**src/rtl/clk_tap_pwm_pkg.sv**
```systemverilog
// rtl/clk_tap_pwm_pkg.sv - shared state encoding and tap index constants for clk_tap_pwm
package clk_tap_pwm_pkg;

  localparam int N_TAPS_DEF  = 4;
  localparam int SEL_W_DEF   = 2;
  localparam int PHASE_W_DEF = 4;

  localparam int TAP_DIV2  = 0;
  localparam int TAP_DIV4  = 1;
  localparam int TAP_DIV8  = 2;
  localparam int TAP_DIV16 = 3;

  // 2'd3 is unused and falls back to IDLE
  typedef enum logic [1:0] {
    IDLE = 2'd0,
    ARM  = 2'd1,
    RUN  = 2'd2
  } state_t;

endpackage

```
**src/rtl/clk_tap_pwm_if.sv**
```systemverilog
// rtl/clk_tap_pwm_if.sv - control/status bundle between a driver and clk_tap_pwm
// master: drives en, div_taps, tap_sel, duty; observes tick, pwm_out, period_done, phase
// slave : the clk_tap_pwm block
interface clk_tap_pwm_if
  import clk_tap_pwm_pkg::*;
#(
  parameter int N_TAPS  = N_TAPS_DEF,
  parameter int SEL_W   = SEL_W_DEF,
  parameter int PHASE_W = PHASE_W_DEF
);

  logic               en;
  logic [N_TAPS-1:0]  div_taps;
  logic [SEL_W-1:0]   tap_sel;
  logic [PHASE_W:0]   duty;
  logic               tick;
  logic               pwm_out;
  logic               period_done;
  logic [PHASE_W-1:0] phase;

  modport master (
    output en, div_taps, tap_sel, duty,
    input  tick, pwm_out, period_done, phase
  );

  modport slave (
    input  en, div_taps, tap_sel, duty,
    output tick, pwm_out, period_done, phase
  );

endinterface

```
**src/rtl/clk_tap_pwm_tap_edge_detect.sv**
```systemverilog
// rtl/clk_tap_pwm_tap_edge_detect.sv - two-stage tap sampler with per-bit rising-edge vector
// clk, reset : master clock, synchronous active-high reset
// taps       : divided clocks treated as data
// rise       : per-bit rising edge, combinational from the sample stages
module clk_tap_pwm_tap_edge_detect #(
  parameter int N_TAPS = 4
) (
  input  logic              clk,
  input  logic              reset,
  input  logic [N_TAPS-1:0] taps,
  output logic [N_TAPS-1:0] rise
);

  logic [N_TAPS-1:0] taps_s;
  logic [N_TAPS-1:0] taps_p;
  logic              warm;

  always_ff @(posedge clk) begin
    if (reset) begin
      taps_s <= '0;
      taps_p <= '0;
      warm   <= 1'b0;
    end else begin
      taps_s <= taps;
      taps_p <= taps_s;
      warm   <= 1'b1;
    end
  end

  // Every bit is tracked, so re-pointing the selector never sees a stale history
  assign rise = {N_TAPS{warm}} & taps_s & ~taps_p;

endmodule

```
**src/rtl/clk_tap_pwm.sv**
```systemverilog
// rtl/clk_tap_pwm.sv - tick, phase counter and PWM driven by one selected divider tap
// clk, reset : master clock, synchronous active-high reset
// bus        : en/div_taps/tap_sel/duty in, tick/pwm_out/period_done/phase out
module clk_tap_pwm
  import clk_tap_pwm_pkg::*;
#(
  parameter int N_TAPS  = N_TAPS_DEF,
  parameter int SEL_W   = SEL_W_DEF,
  parameter int PHASE_W = PHASE_W_DEF
) (
  input  logic        clk,
  input  logic        reset,
  clk_tap_pwm_if.slave bus
);

  state_t             state;
  logic               tick_r;
  logic               pwm_r;
  logic               done_r;
  logic [PHASE_W-1:0] phase_r;

  logic [N_TAPS-1:0]  rise;
  logic [SEL_W-1:0]   sel_idx;
  logic               rise_sel;

  clk_tap_pwm_tap_edge_detect #(
    .N_TAPS (N_TAPS)
  ) u_tap_edge_detect (
    .clk   (clk),
    .reset (reset),
    .taps  (bus.div_taps),
    .rise  (rise)
  );

  // Out-of-range selections fall back to the div2 tap
  assign sel_idx  = (32'(bus.tap_sel) < N_TAPS) ? bus.tap_sel : SEL_W'(TAP_DIV2);
  assign rise_sel = rise[sel_idx];

  always_ff @(posedge clk) begin
    if (reset) begin
      state   <= IDLE;
      tick_r  <= 1'b0;
      pwm_r   <= 1'b0;
      done_r  <= 1'b0;
      phase_r <= '0;
    end else begin
      tick_r <= 1'b0;
      pwm_r  <= 1'b0;
      done_r <= 1'b0;
      case (state)
        IDLE: begin
          phase_r <= '0;
          if (bus.en) state <= ARM;
        end
        ARM: begin
          phase_r <= '0;
          if (!bus.en) begin
            state <= IDLE;
          end else if (rise_sel) begin
            // First edge anchors the period; this tick keeps phase at 0
            state  <= RUN;
            tick_r <= 1'b1;
          end
        end
        RUN: begin
          if (!bus.en) begin
            state   <= IDLE;
            phase_r <= '0;
          end else begin
            tick_r <= rise_sel;
            // Compares the phase currently on the output, so pwm lags phase by one cycle
            pwm_r  <= ({1'b0, phase_r} < bus.duty);
            if (tick_r) begin
              phase_r <= phase_r + PHASE_W'(1);
              done_r  <= (phase_r == '1);
            end
          end
        end
        default: begin
          state   <= IDLE;
          phase_r <= '0;
        end
      endcase
    end
  end

  assign bus.tick        = tick_r;
  assign bus.pwm_out     = pwm_r;
  assign bus.period_done = done_r;
  assign bus.phase       = phase_r;

endmodule

```
**src/flat_wrapper.sv**
```systemverilog
// flat-port wrapper written by rule: the top's interface ports become plain ports
module clk_tap_pwm_flat import clk_tap_pwm_pkg::*;
#(
  parameter int N_TAPS  = N_TAPS_DEF,
  parameter int SEL_W   = SEL_W_DEF,
  parameter int PHASE_W = PHASE_W_DEF
)
  (clk, reset, bus_en, bus_div_taps, bus_tap_sel, bus_duty, bus_tick, bus_pwm_out, bus_period_done, bus_phase);
  clk_tap_pwm_if #(.N_TAPS(N_TAPS), .SEL_W(SEL_W), .PHASE_W(PHASE_W)) bus_i ();
  input  logic clk;
  input  logic reset;
  input wire logic [$bits(bus_i.en)-1:0] bus_en;
  input wire logic [$bits(bus_i.div_taps)-1:0] bus_div_taps;
  input wire logic [$bits(bus_i.tap_sel)-1:0] bus_tap_sel;
  input wire logic [$bits(bus_i.duty)-1:0] bus_duty;
  output wire logic [$bits(bus_i.tick)-1:0] bus_tick;
  output wire logic [$bits(bus_i.pwm_out)-1:0] bus_pwm_out;
  output wire logic [$bits(bus_i.period_done)-1:0] bus_period_done;
  output wire logic [$bits(bus_i.phase)-1:0] bus_phase;
  assign bus_i.en = bus_en;
  assign bus_i.div_taps = bus_div_taps;
  assign bus_i.tap_sel = bus_tap_sel;
  assign bus_i.duty = bus_duty;
  assign bus_tick = bus_i.tick;
  assign bus_pwm_out = bus_i.pwm_out;
  assign bus_period_done = bus_i.period_done;
  assign bus_phase = bus_i.phase;
  clk_tap_pwm #(.N_TAPS(N_TAPS), .SEL_W(SEL_W), .PHASE_W(PHASE_W)) u_core (.clk(clk), .reset(reset), .bus(bus_i));
endmodule
```
**config.mk**
```make
export PLATFORM = sky130hd
export DESIGN_NAME = clk_tap_pwm_flat
export DESIGN_NICKNAME = d
export VERILOG_FILES = /design/src/rtl/clk_tap_pwm_pkg.sv /design/src/rtl/clk_tap_pwm_if.sv /design/src/rtl/clk_tap_pwm_tap_edge_detect.sv /design/src/rtl/clk_tap_pwm.sv /design/src/flat_wrapper.sv
export SDC_FILE = /design/constraint.sdc
export NUM_CORES = 1
export LEC_CHECK = 0
export ABC_CLOCK_PERIOD_IN_PS = 4100
export CORE_MARGIN = 8
export CORE_UTILIZATION = 35
export DETAILED_ROUTE_END_ITERATION = 7
export PLACE_DENSITY_LB_ADDON = 0.08
export SLEW_MARGIN = 20
export SYNTH_ARGS = -nofsm -noshare
export SYNTH_HDL_FRONTEND = slang
export SYNTH_HIERARCHICAL = 1
export SYNTH_SLANG_ARGS = --single-unit
```
**constraint.sdc**
```tcl
create_clock -name clk -period 4.1 [get_ports clk]
set_clock_uncertainty 0.2 [all_clocks]
set_input_delay 0.82 -clock clk [delete_from_list [all_inputs] [get_ports clk]]
set_output_delay 0.82 -clock clk [all_outputs]
set_load 0.01 [all_outputs]
```
# Word level (Yosys, flattened, before mapping)
# Cells that the tools add are included.
[classes] n_bitwise=6 eq_ne=6 addsub=1 div=0 n_shift=0 n_mul=0 n_reduce_logical=4 n_lt_le_gt_ge=2 muxes=12
[op_table] op="4-bit bitwise AND" count=2
[op_table] op="2-bit two-way mux" count=4
[op_table] op="2-bit case mux with 3 select lines" count=1
[op_table] op="4-bit by 5-bit less-than comparator with 1-bit output" count=1
[op_table] op="1-bit two-way mux" count=5
[op_table] op="4-bit by 1-bit adder with 4-bit output (second input constant)" count=1
[op_table] op="4-bit equality test (second input constant)" count=1
[op_table] op="2-bit != test (second input constant)" count=2
[op_table] op="4-bit inverter" count=1
[op_table] op="4-bit OR reduction" count=1
[op_table] op="2-bit by 3-bit less-than comparator with 1-bit output (second input constant)" count=1
[op_table] op="3-bit by 2-bit != test with 1-bit output (second input constant)" count=1
[op_table] op="1-bit inverter" count=3
[op_table] op="3-bit AND reduction" count=1
[op_table] op="3-bit OR reduction" count=1
[op_table] op="1-bit binary-select mux with 2-bit select" count=1
[op_table] op="2-bit by 1-bit equality test with 1-bit output (second input constant)" count=1
[op_table] op="2-bit equality test (second input constant)" count=1
[op_table] op="2-bit zero test" count=1
[op_table] op="1-bit case mux with 2 select lines" count=1
[word_totals] ff_bits=18 word_cells=39 n_memories=0 latch_bits=0 ram_bits=0 romBits=0

# Longest topological paths before layout
# Gate-level depths: netlist (run 1).
[logic_depth] ltp_word=7 depth_mapped=6 mapped_depth_nobuf=6

# Cells and area by module
# Netlist (run 1), hierarchy kept.
[modules_own_cells] mod="clk_tap_pwm" area_each_um2=496.7 seq_area_each_um2=180.2 n_inst=1 cells_each=51
[modules_own_cells] mod="clk_tap_pwm_tap_edge_detect" area_each_um2=269.0 seq_area_each_um2=180.2 n_inst=1 cells_each=22

# Worst setup path after synthesis (run 1)
# OpenSTA, ideal clock, no wires.
[synth_path] path_kind="input -> register" from="in bus_tap_sel[0]" to="reg u_core.state[0]" t_arrival_ps=1674 setup_time_ps=114 path_buffers=0 cell_stages=4 setup_slack_ps=2112 path_cell_list="mux4_2 o21ai_2 mux2i_1 nor2_1"
[synth_between] elab_chain_cells=4
[synth_rtl] element="start, declared" line_no="flat_wrapper.sv:14" rtl="input wire logic [$bits(bus_i.tap_sel)-1:0] bus_tap_sel;"
[synth_rtl] element="1-bit binary-select mux with 2-bit select" line_no="clk_tap_pwm.sv:37" rtl="assign rise_sel = rise[sel_idx];"
[synth_rtl] element="1-bit two-way mux (not written as such)" line_no="clk_tap_pwm.sv:37"
[synth_rtl] element="3-bit by 2-bit != test with 1-bit output (no source line)"
[synth_rtl] element="3-bit AND reduction (no source line)"
[synth_rtl] element="end signal, assigned" line_no="clk_tap_pwm.sv:41" rtl="state <= IDLE;"
[synth_rtl] element="end signal, assigned" line_no="clk_tap_pwm.sv:53" rtl="if (bus.en) state <= ARM;"
[synth_rtl] element="end signal, assigned" line_no="clk_tap_pwm.sv:58" rtl="state <= IDLE;"
[synth_rtl] element="end, declared" line_no="clk_tap_pwm.sv:16" rtl="state_t state;"
# Every way passes these cells. The select of a mux whose other input is x is not followed.
# A chain may end at the register's enable or synchronous reset.

# Worst setup path after layout (run 1)
[layout_path] from="reg u_core.tick_r, in the netlist u_core/bus.tick" to="out bus_tick"
[layout_rtl] element="start, declared" line_no="clk_tap_pwm.sv:17" rtl="logic tick_r;"
[layout_rtl] element="start signal, assigned" line_no="clk_tap_pwm.sv:70" rtl="tick_r <= rise_sel;"
[layout_rtl] element="end, declared" line_no="flat_wrapper.sv:16" rtl="output wire logic [$bits(bus_i.tick)-1:0] bus_tick;"
# No word-level cell between the ends.

==> impl_metrics.ini, run 1 <==
[run_status]
outcome = finished, final reports clean

[die]
placement_rows = 17
die_area_sq_um = 3940
die_w_um = 62.8
io_pins = 21
coreArea_sq_um = 2150
fp.dieH_um = 62.8
initial_core_util_pct = 35.6

[timing]
hold_ws_ns = 0.268
worst_pin_slew_ns = 0.411
setup_ws_ns = 1.80
rsz0062_at_grt = no
finalMaxSlewViolations = 0
period_needed_ns = 2.30
fin_tns_setup_ns = 0
period_share_pct = 56.2
fmax_ghz = 0.434
hold_viol = 0
setup_viol = 0
max-slew-margin-rel_pct = 72.5

[final_layout]
n_antenna_cell = 0
finalInstanceArea_sq_um = 1040
final_util_pct = 48.3
register_area_sq_um = 360
multi_input_area_sq_um = 379
drive_above_1_share_pct = 7.22
fillCellCount = 213
finalNonFillerCells = 125
final_net_count = 120
synthToLayoutAreaGrowth_pct = 35.5

[critical_path]
critPathRequiredTime_ns = 3.08
worstPathMaxFanout = 5
worst_setup_path_end_kind = output pin
crit_slowest_cell = clkdlybuf4s50_1
critPathKind = reg2out
arrival_ns = 1.28
start_kind = register
path_cells = clkdlybuf4s50_1
critical_path_buf_inv_count = 1
crit_family = buffers and inverters
max_stage_delay_ns = 0.57

[place]
place_area_sq_um = 1000
pre_cts_ws_ns = 1.52
io_buffers = 20
dp_cells = 121
dp_hpwl_um = 1100
globalplace.congestion = 0.743

[synthesis]
avgSynthCellArea_sq_um = 10.5
ys_ff_latch = 18
yosys.area.top_type = dfxtp_1
syn_nets = 95
netlist_top_cells_area = dfxtp_1 (47%), ha_1 (13%), nor2b_1 (7.4%), and3b_1 (4.6%), mux2i_1 (3.9%)
synth_top_area_share_pct = 47.1
synth-seq-area-share_pct = 47.1
synthCells = 73
yosysWarnings = 6
synth_area_sq_um = 766
ys_types = 20

[clock_network]
clk_path_buf_depth = 2
root_buffer = clkbuf_4
cts_hold_buf = 0
clock_sinks = 18
htreeDepth = 1
clkTransAtPathRegs_ns = 0.10
postCtsSetupRepairBufs = 0
cts_resized = 0
numCtsBuffers = 3
cts_tree = yes
clock_latency_ns = 0.28

[power]
irDropWorstVdd_uv = 251
powerDensity_nw_per_um2 = 318
total_leakage_power_nw = 0.453
power.total_uw = 330

[run]
maxCapViolCount = 0

[global_routing]
grt_pass1_wl_um = 2530
grt_max_degree = 13
overflow = 0
grt_usage_pct = 7.68
first_global_vias = 635
antenna_found_initial = 0

[min_path]
hold_path_class = reg2reg

[drt]
drt.antenna.violating_nets = 0
vias = 563
routed_wl_um = 1380
via_per_inst = 4.50
drt_iter0_markers = 5
firstDrtPassIters = 2
drcViolationCount = 0
wire_per_inst_um = 11.0
[cell usage in the layout, fill, tap and decap left out, drive strengths merged]
cell type | netlist | final
a211oi | 1 | 1
a21o | 3 | 3
a21oi | 1 | 1
a31oi | 1 | 1
and3 | 1 | 1
and3b | 4 | 4
clkbuf | 0 | 4
clkdlybuf4s50 | 0 | 20
dfxtp | 18 | 18
ha | 8 | 8
inv | 7 | 7
mux2i | 3 | 3
mux4 | 1 | 1
nand2 | 4 | 4
nand2b | 1 | 1
nand4 | 1 | 1
nor2 | 5 | 5
nor2b | 9 | 9
nor3 | 1 | 1
o21ai | 1 | 1
xnor2 | 1 | 1
xor2 | 2 | 2
[power breakdown]
| part | switching, mW | internal, mW | total [mW] |
|---|---|---|---|
| registers | 0.00334 | 0.181 | 0.185 |
| clock network | 0.0526 | 0.0540 | 0.107 |
| logic | 0.0155 | 0.0236 | 0.0391 |
| total | 0.0714 | 0.259 | 0.330 |
[area by class of cell]
class,count,share of cell area (%)
multi-input combinational,48,36.6
timing repair buffer,20,19.3
sequential,18,34.7
inverter,7,2.53
tap,28,3.38
clock buffer,4,3.50
[state kept, by name, summed over array words and instances, names as in the netlist]
register / cells
u_core/u_tap_edge_detect/warm: 1
u_core/u_tap_edge_detect/taps_p: 4
u_core/u_tap_edge_detect/taps_s: 4
u_core/bus.phase: 4
u_core/bus.pwm_out: 1
u_core/state: 2
u_core/bus.period_done: 1
u_core/bus.tick: 1
[final timing paths]
path                                                          from                                  to  slack [ns]  cells after the start
worst min-delay path            u_core/u_tap_edge_detect/taps_s[3]  u_core/u_tap_edge_detect/taps_p[3]        0.27                      1
worst min register to register  u_core/u_tap_edge_detect/taps_s[3]  u_core/u_tap_edge_detect/taps_p[3]        0.27                      1
worst max-delay path                               u_core/bus.tick                            bus_tick        1.80                      1
worst max register to register       u_core/u_tap_edge_detect/warm                     u_core/state[0]        2.36                      5
[per-layer routing]
metal	vias to the layer above	track usage (%)	part of all wire (%)
met5	-	0	0
met2	16	13.8	47
met1	256	7.45	45
met4	0	2.56	0
met3	0	3.76	8.2
li1	291	-	-
[Yosys cell counts (all sizes together)]
library cell and number:
a21oi 1, nand2b 1, a21o 3, xor2 2, and3b 4, nor3 1, nor2 5, nor2b 9
ha 8, dfxtp 18, nand2 4, o21ai 1, nand4 1, mux4 1, and3 1, mux2i 3
xnor2 1, inv 7, a211oi 1, a31oi 1
[logic make-up (layout without fill, tap and decap cells)]
family / Yosys count / in the layout / synth area share (%)
adders and majority gates: 8 / 8 / 13.1
xor gates and xnor gates: 3 / 3 / 3.43
buffers and inverters: 7 / 31 / 3.43
muxes: 4 / 4 / 6.86
and+or+nand+nor: 26 / 26 / 19.6
AOI/OAI and AO/OA: 7 / 7 / 6.54
DFF: 18 / 18 / 47.1
(Power assumes the default switching activity.)
==> run 2, diff against run 1 <==
--- a/config.mk
+++ b/config.mk
@@ -5,7 +5,7 @@
 export SDC_FILE = /design/constraint.sdc
 export NUM_CORES = 1
 export LEC_CHECK = 0
-export ABC_CLOCK_PERIOD_IN_PS = 4100
+export ABC_CLOCK_PERIOD_IN_PS = 1950
 export CORE_MARGIN = 8
 export CORE_UTILIZATION = 35
 export DETAILED_ROUTE_END_ITERATION = 7
==> constraint.sdc (replaced) <==
create_clock -name clk -period 1.95 [get_ports clk]
set_clock_uncertainty 0.2 [all_clocks]
set_input_delay 0.39 -clock clk [delete_from_list [all_inputs] [get_ports clk]]
set_output_delay 0.39 -clock clk [all_outputs]
set_load 0.01 [all_outputs]
==> run 2 against run 1 <==
Net effect:
- non-clock buffer count grew 2
- clock-buffer cell count is the same
- sequential power up 110%
- total power is 110% higher
- first-iteration DRC count rose by 100%
- worst hold slack improved by 0.0043 ns
- die area unchanged
- critical path depth unchanged
- flip-flop and latch count unchanged
- critical endpoint unchanged
- largest power group unchanged
==> impl_metrics.ini, run 2 (synthesized netlist as in run 1, its figures left out) <==
[critical_path]
path_cells = clkdlybuf4s50_1
worst_setup_path_end_kind = output pin
worstPathMaxFanout = 5
r2r_cells = 5
crit_slowest_cell = clkdlybuf4s50_1
critPathKind = reg2out
max_stage_delay_ns = 0.57
critical_path_buf_inv_count = 1
cp.depth = 1
start_kind = register
arrival_ns = 1.30
startpoint = u_core/bus.tick
crit_family = buffers and inverters
critPathRequiredTime_ns = 1.36
worstReg2RegStart = u_core/u_tap_edge_detect/warm

[drt]
firstDrtPassIters = 3
drcViolationCount = 0
via_per_inst = 4.41
routed_wl_um = 1380
drt_iter0_markers = 10
wire_per_inst_um = 10.9
drt.antenna.violating_nets = 0
vias = 560

[timing]
rsz0062_at_grt = no
hold_ws_ns = 0.272
max-slew-margin-rel_pct = 79.5
setup_ws_ns = 0.0582
hold_viol = 0
worst_pin_slew_ns = 0.299
finalMaxSlewViolations = 0
setup_viol = 0
period_share_pct = 97.0
period_needed_ns = 1.89
fmax_ghz = 0.529

[die]
io_pins = 21
placement_rows = 17
initial_core_util_pct = 35.6
die_w_um = 62.8
fp.dieH_um = 62.8
coreArea_sq_um = 2150
die_area_sq_um = 3940

[place]
globalplace.congestion = 0.687
dp_cells = 123
io_buffers = 20
pre_cts_ws_ns = -0.153
dp_hpwl_um = 1100

[clock_network]
cts_hold_buf = 0
postCtsSetupRepairBufs = 0
numCtsBuffers = 3
root_buffer = clkbuf_4
clkTransAtPathRegs_ns = 0.11
clock_sinks = 18
cts_tree = yes
clk_path_buf_depth = 2
clock_latency_ns = 0.29
cts_resized = 0
htreeDepth = 1

[run_status]
outcome = finished, final reports clean

[power]
irDropWorstVdd_uv = 414
total_leakage_power_nw = 0.463
powerDensity_nw_per_um2 = 667

[final_layout]
final_cell_mix = clkdlybuf4s50_1 (20), dfxtp_1 (18), nor2b_1 (9)
fillCellCount = 203
finalNonFillerCells = 127
final_net_count = 122
n_antenna_cell = 0
drive_above_1_share_pct = 9.09
layout_commonest_cell = clkdlybuf4s50_1
synthToLayoutAreaGrowth_pct = 37.4

[global_routing]
grt_usage_pct = 7.65
antenna_found_initial = 0
grt_pass1_wl_um = 2430
grt_max_degree = 12
first_global_vias = 606
overflow = 0

[min_path]
min_path_cells = 1
min_from = u_core/u_tap_edge_detect/taps_s[3]
hold_path_class = reg2reg

[run]
maxCapViolCount = 0
run 2: through the flow:
step | power [mW] | setup TNS (ns) | util [%] | cell area, sq um
final | 0.702 | 0 | 49.0 | 1050
after global routing | 0.735 | 0 | 49.0 | 1050
after CTS | 0.713 | 0 | 49.0 | 1050
after detailed placement | 0.481 | -0.393 | 47.3 | 1020
after global placement | 0.481 | -0.350 | 47.3 | 1020
after floorplan | 0.438 | 0 | - | 766
run 2: cell type report:
class | instances | area [sq um] | share of cell area [%]
Clock buffer | 4 | 36.3 | 3.45
Multi-Input combinational cell | 48 | 379 | 36.0
Tap cell | 28 | 35.0 | 3.33
Timing Repair Buffer | 22 | 215 | 20.5
Sequential cell | 18 | 360 | 34.2
Inverter | 7 | 26.3 | 2.50
run 2: worst paths after layout:
check / slack [ns] / end
setup / recovery: 0.06 / bus_tick
hold / removal: 0.27 / u_core/u_tap_edge_detect/taps_p[3]
setup reg to reg: 0.27 / u_core/state[0]
hold reg to reg: 0.27 / u_core/u_tap_edge_detect/taps_p[3]
run 2: report_power, final:
part	internal, mW	switching (mW)
sequential	0.381	0.00723
combinational	0.0520	0.0320
clock	0.114	0.116
total	0.547	0.155
run 2: layer usage:
metal | track usage (%) | share of wire (%)
met2 | 12.8 | 47
met4 | 3.42 | 0.65
met5 | 0 | 0
met1 | 7.35 | 42
met3 | 4.66 | 11
